## src/rtl/lut6_cfg_reg.sv

```systemverilog
// Runtime-reconfigurable 6-input LUT with a registered output.
// Truth table is loaded bit-serially (CE/CDI) or as a 64-bit word serialised by a loader FSM.
module lut6_cfg_reg #(
  parameter logic [63:0] INIT = 64'h0000000000000000
) (
  input  logic        CLK,
  input  logic        CLR,
  input  logic        CE,
  input  logic        CDI,
  output logic        CDO,
  input  logic        I0,
  input  logic        I1,
  input  logic        I2,
  input  logic        I3,
  input  logic        I4,
  input  logic        I5,
  output logic        O,
  output logic        Q,
  input  logic        LOAD_VLD,
  input  logic [63:0] LOAD_DATA,
  output logic        LOAD_RDY,
  output logic        BUSY,
  output logic        LOAD_DONE
);

  // state | meaning
  // IDLE  | table stable; serial CE shifts and parallel handshakes accepted
  // SHIFT | loader pushing stage MSB first into cfg, 64 cycles
  typedef enum logic {
    IDLE  = 1'b0,
    SHIFT = 1'b1
  } state_t;

  state_t      state_q, state_d;
  logic [63:0] cfg_q, cfg_d;
  logic [63:0] stage_q, stage_d;
  logic [5:0]  cnt_q, cnt_d;
  logic        done_q, done_d;
  logic        q_q;
  logic [5:0]  idx;

  assign idx       = {I5, I4, I3, I2, I1, I0};
  assign O         = cfg_q[idx];
  assign CDO       = cfg_q[63];
  assign Q         = q_q;
  assign LOAD_DONE = done_q;
  assign BUSY      = (state_q == SHIFT);
  // Ready is masked while reset is held so no handshake is seen during CLR.
  assign LOAD_RDY  = (state_q == IDLE) && !CLR;

  always_ff @(posedge CLK or posedge CLR) begin
    if (CLR) begin
      state_q <= IDLE;
      cfg_q   <= INIT;
      stage_q <= 64'h0;
      cnt_q   <= 6'd0;
      done_q  <= 1'b0;
      q_q     <= 1'b0;
    end else begin
      state_q <= state_d;
      cfg_q   <= cfg_d;
      stage_q <= stage_d;
      cnt_q   <= cnt_d;
      done_q  <= done_d;
      q_q     <= O;
    end
  end

  always_comb begin
    state_d = state_q;
    cfg_d   = cfg_q;
    stage_d = stage_q;
    cnt_d   = cnt_q;
    done_d  = 1'b0;
    case (state_q)
      IDLE: begin
        if (CE) cfg_d = {cfg_q[62:0], CDI};
        if (LOAD_VLD) begin
          stage_d = LOAD_DATA;
          cnt_d   = 6'd0;
          state_d = SHIFT;
        end
      end
      SHIFT: begin
        cfg_d   = {cfg_q[62:0], stage_q[63]};
        stage_d = {stage_q[62:0], 1'b0};
        cnt_d   = cnt_q + 6'd1;
        if (cnt_q == 6'd63) begin
          state_d = IDLE;
          done_d  = 1'b1;
        end
      end
      default: state_d = IDLE;
    endcase
  end

endmodule

```

## config.mk

```make
export PLATFORM = sky130hd
export DESIGN_NAME = lut6_cfg_reg
export DESIGN_NICKNAME = d
export VERILOG_FILES = /design/src/rtl/lut6_cfg_reg.sv
export SDC_FILE = /design/constraint.sdc
export NUM_CORES = 1
export LEC_CHECK = 0
export CAP_MARGIN = 20
export CORE_ASPECT_RATIO = 0.75
export CORE_MARGIN = 2
export CORE_UTILIZATION = 55
export CTS_CLUSTER_SIZE = 24
export DETAILED_ROUTE_END_ITERATION = 7
export PLACE_DENSITY = 0.8
export SLEW_MARGIN = 20
export SYNTH_ARGS = -nofsm -noshare
export SYNTH_HDL_FRONTEND = slang
export SYNTH_SLANG_ARGS = --single-unit
```

## constraint.sdc

```tcl
create_clock -name CLK -period 4.9 [get_ports CLK]
set_input_delay 0.735 -clock CLK [delete_from_list [all_inputs] [get_ports CLK]]
set_output_delay 0.735 -clock CLK [all_outputs]
set_load 0.01 [all_outputs]
```

==> flow_summary.json, run 1 <==
{
  "drv_cap": 0,
  "grt_max_degree": 103,
  "core.rowCount": 33,
  "vdd_ir_drop_max_uv": 330,
  "syn_inst": 492,
  "layout.nets": 638,
  "wl_met2_microns": 5610,
  "status": "completed",
  "critPathMostFrequentCell": "clkdlybuf4s50_1",
  "critPathMaxStageDelay_ns": 0.76,
  "clock-root-buffer": "clkbuf_16",
  "power.internal_mw": 2.95,
  "hold_path.startpoint": "stage_q[36]",
  "slew_headroom_pct": 26.2,
  "die_h_microns": 96.3,
  "slowest_stage": "clkdlybuf4s50_1",
  "detail_route.first_pass.iterations": 4,
  "dp.final_hpwl_microns": 7800,
  "fin_area_sq_um": 7730,
  "post_dp_cell_area_sq_um": 7100,
  "ant_nets": 0,
  "clkTransAtPathRegs_ns": 0.06,
  "p_sw_mw": 1.14,
  "synthFlopType": "dfrtp_1",
  "clock_skew_ns": 0.00849,
  "io_pins": 81,
  "fin_cells": 715,
  "gp_congestion": 0.797,
  "criticalPathCategory": "primary input to output port",
  "io_buffers": 80,
  "fin_crit_ns": 4.32,
  "report.final.setup_viol": 0,
  "period_share_pct": 88.1,
  "dp_cells": 683,
  "maxSlewViolCount": 0,
  "cts_tree": "yes",
  "cts_resized": 0,
  "n_antenna_cell": 0,
  "fmax_ghz": 0.232,
  "highest_layer": "met4",
  "min_to": "stage_q[37]",
  "drive_above_1_share_pct": 20.7,
  "postCtsHoldBufs": 0,
  "synth_top_area_share_pct": 54.9,
  "setup_tns_ns": 0,
  "p_leak_nw": 3.47,
  "clk_latency_ns": 0.41,
  "required_ns": 4.16,
  "synth.largest_area_cell": "dfrtp_1",
  "yosys-top-cells-area": "dfrtp_1, mux2_2, mux2i_1, o21ai_0, nand2_1",
  "final_cell_mix": "dfrtp_1, clkdlybuf4s50_1, nand2_1",
  "syn_area_sq_um": 6250,
  "ys_types": 27,
  "cts_sinks": 137,
  "min_path_cells": 2,
  "yosysWarnings": 0,
  "cp_max_fo": 8,
  "start_util_pct": 56.9,
  "p_comb_share_pct": 20.4,
  "synth_edf_count": 0,
  "worst_pin_slew_ns": 1.11,
  "h-tree-depth": 4,
  "cts_buffer_depth": 2,
  "antenna_found_initial": 0,
  "hold_violations": 0,
  "worstSetupStartpointType": "primary input",
  "area.growth.synth_to_final_pct": 23.8,
  "crit_chain": "clkdlybuf4s50_1, mux4_1, mux2_2, mux4_2, o32a_1, clkdlybuf4s50_1",
  "grt_pass1_vias": 3976,
  "synth_nets": 568,
  "postSynthAreaPerCell_sq_um": 12.7,
  "p_sw_share_pct": 27.9,
  "fin_util_pct": 70.4,
  "wl_met1_microns": 5980,
  "finalWirelength_microns": 12200,
  "drcViolationCount": 0,
  "wl_per_cell_microns": 17.0,
  "async_flop_share_pct": 100,
  "grt_pass1_wl_microns": 20300,
  "ys_seq_elements": 137,
  "die_w_microns": 127,
  "r2r_end": "cfg_q[35]",
  "clkPwrFrac_pct": 33.3,
  "overflow": 0,
  "timing.rr.start": "BUSY",
  "dr.first_iter.drc_count": 152,
  "route.vias.total": 3974,
  "power.density_nw_per_um2": 529,
  "endpoint_kind": "output port",
  "worst_ep_arrival_time_ns": 3.58,
  "ys_seq_area_share_pct": 54.9,
  "viasPerCell": 5.56,
  "grt_use_total_pct": 21.4,
  "cts_made_buffers": 17,
  "die_area_sq_um": 12200,
  "r2r_slack_ns": 2.25,
  "seqPwrFrac_pct": 46.3,
  "min_path_type": "register to register",
  "final_common_cell": "dfrtp_1",
  "post_cts_buffers": 0,
  "r2r_cells": 3,
  "route.met3.wl_microns": 404,
  "rsz0062_at_grt": "false",
  "core_sq_um": 11000
}
metrics by stage:
stage | setup WS (ns) | power [mW] | hold slack, ns
floorplan | 0.497 | 2.44 | 0.449
global placement | 0.705 | 2.67 | 0.459
detailed placement | 0.574 | 2.74 | 0.464
CTS | 0.573 | 4.13 | 0.479
global route | 0.484 | 4.33 | 0.507
finish | 0.584 | 4.09 | 0.475
synthesized netlist by cell type, drive strengths merged (5+ instances only):
cell type,count
nand2b,5
mux4,17
dfrtp,137
mux2,67
o21ai,69
buf,7
nand2,70
nor2,7
clkbuf,28
mux2i,68
layout make-up:
cell class / count / area (sq um)
multi-input cells: 319 / 2640
repair buffers: 86 / 843
clock buffers: 19 / 443
fillers: 759 / 3250
well taps: 140 / 175
clock inverters: 13 / 194
inverters: 1 / 6.26
flip-flops and latches: 137 / 3430
registers in the layout (all words and copies together), names as in the netlist:
signal / flops
LOAD_DONE: 1
BUSY: 1
cfg_q: 64
stage_q: 64
Q: 1
cnt_q: 6
routing by layer:
layer | vias up | global-route usage, %
li1 | 1904 | -
met1 | 1977 | 30.4
met2 | 75 | 32.2
met3 | 18 | 5.50
met4 | 0 | 7.69
met5 | - | 0
power groups by stage:
stage / Clock [mW] / Sequential [mW] / Combinational, mW
final: 1.36 / 1.90 / 0.834
after floorplan: 0 / 1.77 / 0.669
after detailed placement: 0 / 1.91 / 0.830
after CTS: 1.39 / 1.89 / 0.847
after global placement: 0 / 1.89 / 0.778
after global routing: 1.44 / 1.95 / 0.940
cell families after synthesis:
| logic type | after synthesis | synth area share (%) |
|---|---|---|
| AO/OA/AOI/OAI | 76 | 6.41 |
| multiplexers | 152 | 29.5 |
| AND/OR/NAND/NOR | 88 | 5.75 |
| XOR/XNOR | 2 | 0.280 |
| buffers and inverters | 36 | 3.00 |
| flip-flops | 137 | 54.9 |
| adder cells (fa/ha/maj) | 1 | 0.200 |
worst max-delay path, delay by kind of cell:
| kind | cells | cell delay, ns |
|---|---|---|
| buffers and inverters | 2 | 1.24 |
| multiplexers | 3 | 1.41 |
| AO/OA/AOI/OAI | 1 | 0.20 |
worst max path at each step:
stage               depth (start not counted)    to  startpoint
floorplan                                   1  BUSY         CLR
global placement                            6     O          I0
detailed placement                          6     O          I0
CTS                                         6     O          I0
global route                                6     O          I0
finish                                      6     O          I0
(Power assumes the default switching activity.)
==> run 2: changes to the inputs <==
--- a/config.mk
+++ b/config.mk
@@ -8,10 +8,10 @@
 export CAP_MARGIN = 20
 export CORE_ASPECT_RATIO = 0.75
 export CORE_MARGIN = 2
-export CORE_UTILIZATION = 55
-export CTS_CLUSTER_SIZE = 24
+export CORE_UTILIZATION = 45
+export CTS_CLUSTER_SIZE = 10
 export DETAILED_ROUTE_END_ITERATION = 7
-export PLACE_DENSITY = 0.8
+export PLACE_DENSITY = 0.67
 export SLEW_MARGIN = 20
 export SYNTH_ARGS = -nofsm -noshare
 export SYNTH_HDL_FRONTEND = slang
==> constraint.sdc (replaced) <==
create_clock -name CLK -period 4.9 [get_ports CLK]
set_input_delay 1.225 -clock CLK [delete_from_list [all_inputs] [get_ports CLK]]
set_output_delay 1.225 -clock CLK [all_outputs]
set_load 0.01 [all_outputs]
==> run 2 against run 1 <==
The flow now finishes with violations (DRC). Power decreased by 3.3%. Clock-buffer cell count decreased by 2. Final cell count increased by 5.3%. Register-to-register slack about the same. Global-route usage decreased by 4.0 points. Largest power group unchanged.
==> flow_summary.json, run 2 (synthesized netlist as in run 1, its figures left out) <==
{
  "status": "finished with violations",
  "violations": "DRC",
  "dr.first_iter.drc_count": 282,
  "final_cell_mix": "dfrtp_1, clkdlybuf4s50_1, nand2_1",
  "hold_path.startpoint": "stage_q[52]",
  "detail_route.first_pass.iterations": 8,
  "final_common_cell": "dfrtp_1",
  "layout.nets": 641,
  "antenna_found_initial": 0,
  "r2r_end": "cfg_q[34]",
  "top_regs": "cfg_q: 64 flops, stage_q: 64 flops, cnt_q: 6 flops",
  "grt_max_degree": 118,
  "timing.rr.start": "BUSY",
  "clk_latency_ns": 0.42,
  "endpoint": "O",
  "r2r_slack_ns": 2.24,
  "route.vias.total": 3959,
  "critPathLaunch": "I3",
  "path_delay_family": "multiplexers",
  "cp.depth": 6,
  "timing.final.ws_setup_ns": 0.0531,
  "wl_per_cell_microns": 15.6,
  "dp.final_hpwl_microns": 7710,
  "worst_ep_arrival_time_ns": 3.62,
  "drive_above_1_share_pct": 21.6,
  "finalPower_mw": 3.96,
  "io_pins": 81,
  "start_util_pct": 45.8,
  "cts_made_buffers": 17,
  "critPathMostFrequentCell": "clkdlybuf4s50_1",
  "fin_crit_ns": 4.85,
  "maxSlewViolCount": 0,
  "die_h_microns": 106,
  "overflow": 0,
  "h-tree-depth": 4,
  "endpoint_kind": "output port",
  "rsz0062_at_grt": "false",
  "report.final.setup_viol": 0,
  "area.growth.synth_to_final_pct": 24.4,
  "core_sq_um": 13700,
  "drcViolationCount": 4,
  "worstSetupStartpointType": "primary input",
  "post_cts_buffers": 0,
  "viasPerCell": 5.26,
  "grt_pass1_vias": 3999,
  "critPathMaxStageDelay_ns": 0.59,
  "fillers": 1090,
  "die_area_sq_um": 14900,
  "slew_headroom_pct": 35.1,
  "clock_skew_ns": 0.00949,
  "clkTransAtPathRegs_ns": 0.06,
  "fmax_ghz": 0.206,
  "finalWirelength_microns": 11800,
  "post-place-ws_ns": -0.246,
  "slowest_stage": "clkdlybuf4s50_1",
  "postCtsHoldBufs": 0,
  "cts_tree": "yes",
  "grt_use_total_pct": 17.4,
  "cts_sinks": 137,
  "n_antenna_cell": 0,
  "min_path_type": "register to register",
  "hold_violations": 0,
  "clock-root-buffer": "clkbuf_16",
  "cp_max_fo": 5,
  "drv_cap": 0,
  "p_leak_nw": 3.47,
  "ant_nets": 0,
  "grt_pass1_wl_microns": 20000,
  "crit_chain": "clkdlybuf4s50_1, mux4_1, mux2_2, mux4_2, o32a_1, clkdlybuf4s50_1",
  "gp_congestion": 0.804,
  "period_share_pct": 98.9,
  "crit_buf_inv": 2,
  "required_ns": 3.67,
  "core.rowCount": 37,
  "worst_pin_slew_ns": 0.973,
  "io_buffers": 80,
  "die_w_microns": 140,
  "r2r_cells": 4,
  "power.density_nw_per_um2": 509,
  "cts_buffer_depth": 2,
  "vdd_ir_drop_max_uv": 248,
  "criticalPathCategory": "primary input to output port"
}
[run 2: worst min-delay path, stage by stage (launching register included)]
cell and delay [ns]:
dfrtp_1 0.34, nand2_1 0.05, o21ai_0 0.06
[run 2: where the power goes]
part	internal (mW)	switching, mW	leakage [nW]
Sequential	1.57	0.304	1.73
Combinational	0.511	0.328	1.45
Clock	0.748	0.497	0.279
Total	2.83	1.13	3.47
[run 2: cell type report]
cell class                      count  area (sq um)  area share (%)
Clock inverter                     15           151            1.95
Tap cell                          175           219            2.82
Timing Repair Buffer               89           901            11.6
Clock buffer                       17           425            5.47
Multi-Input combinational cell    319          2640            34.0
Sequential cell                   137          3430            44.1
Inverter                            1          6.26          0.0805
[run 2: what timing repair did]
item,in CTS,in global routing
endpoints found under the hold margin,0,0
gates cloned,0,0
setup endpoints to repair,1,1
resized for setup,2,4
[run 2: worst min-delay path by stage]
stage	end	slack [ns]	depth (start not counted)
after global placement	stage_q[54]	0.46	2
after global routing	stage_q[39]	0.50	2
after floorplan	stage_q[37]	0.45	2
final	stage_q[53]	0.48	2
after CTS	stage_q[53]	0.48	2
after detailed placement	stage_q[53]	0.47	2
[run 2: per-layer routing]
| layer | global-route usage, % | vias to the layer above | wire (microns) |
|---|---|---|---|
| met5 | 0 | - | 0 |
| met4 | 8.23 | 0 | 194 |
| met3 | 4.28 | 12 | 517 |
| met2 | 26.0 | 63 | 5380 |
| met1 | 24.0 | 1963 | 5660 |
| li1 | - | 1921 | - |
[run 2: per-stage QoR]
step,cell area (sq um),util [%],setup TNS [ns],hold WS (ns),std cells
2_1_floorplan,6250,-,0,0.449,492
3_3_place_gp,7180,52.6,-0.174,0.458,720
3_5_place_dp,7180,52.6,-0.246,0.466,720
4_1_cts,7760,56.8,0,0.483,752
5_1_grt,7780,56.9,0,0.499,753
6_report,7780,56.9,0,0.479,753
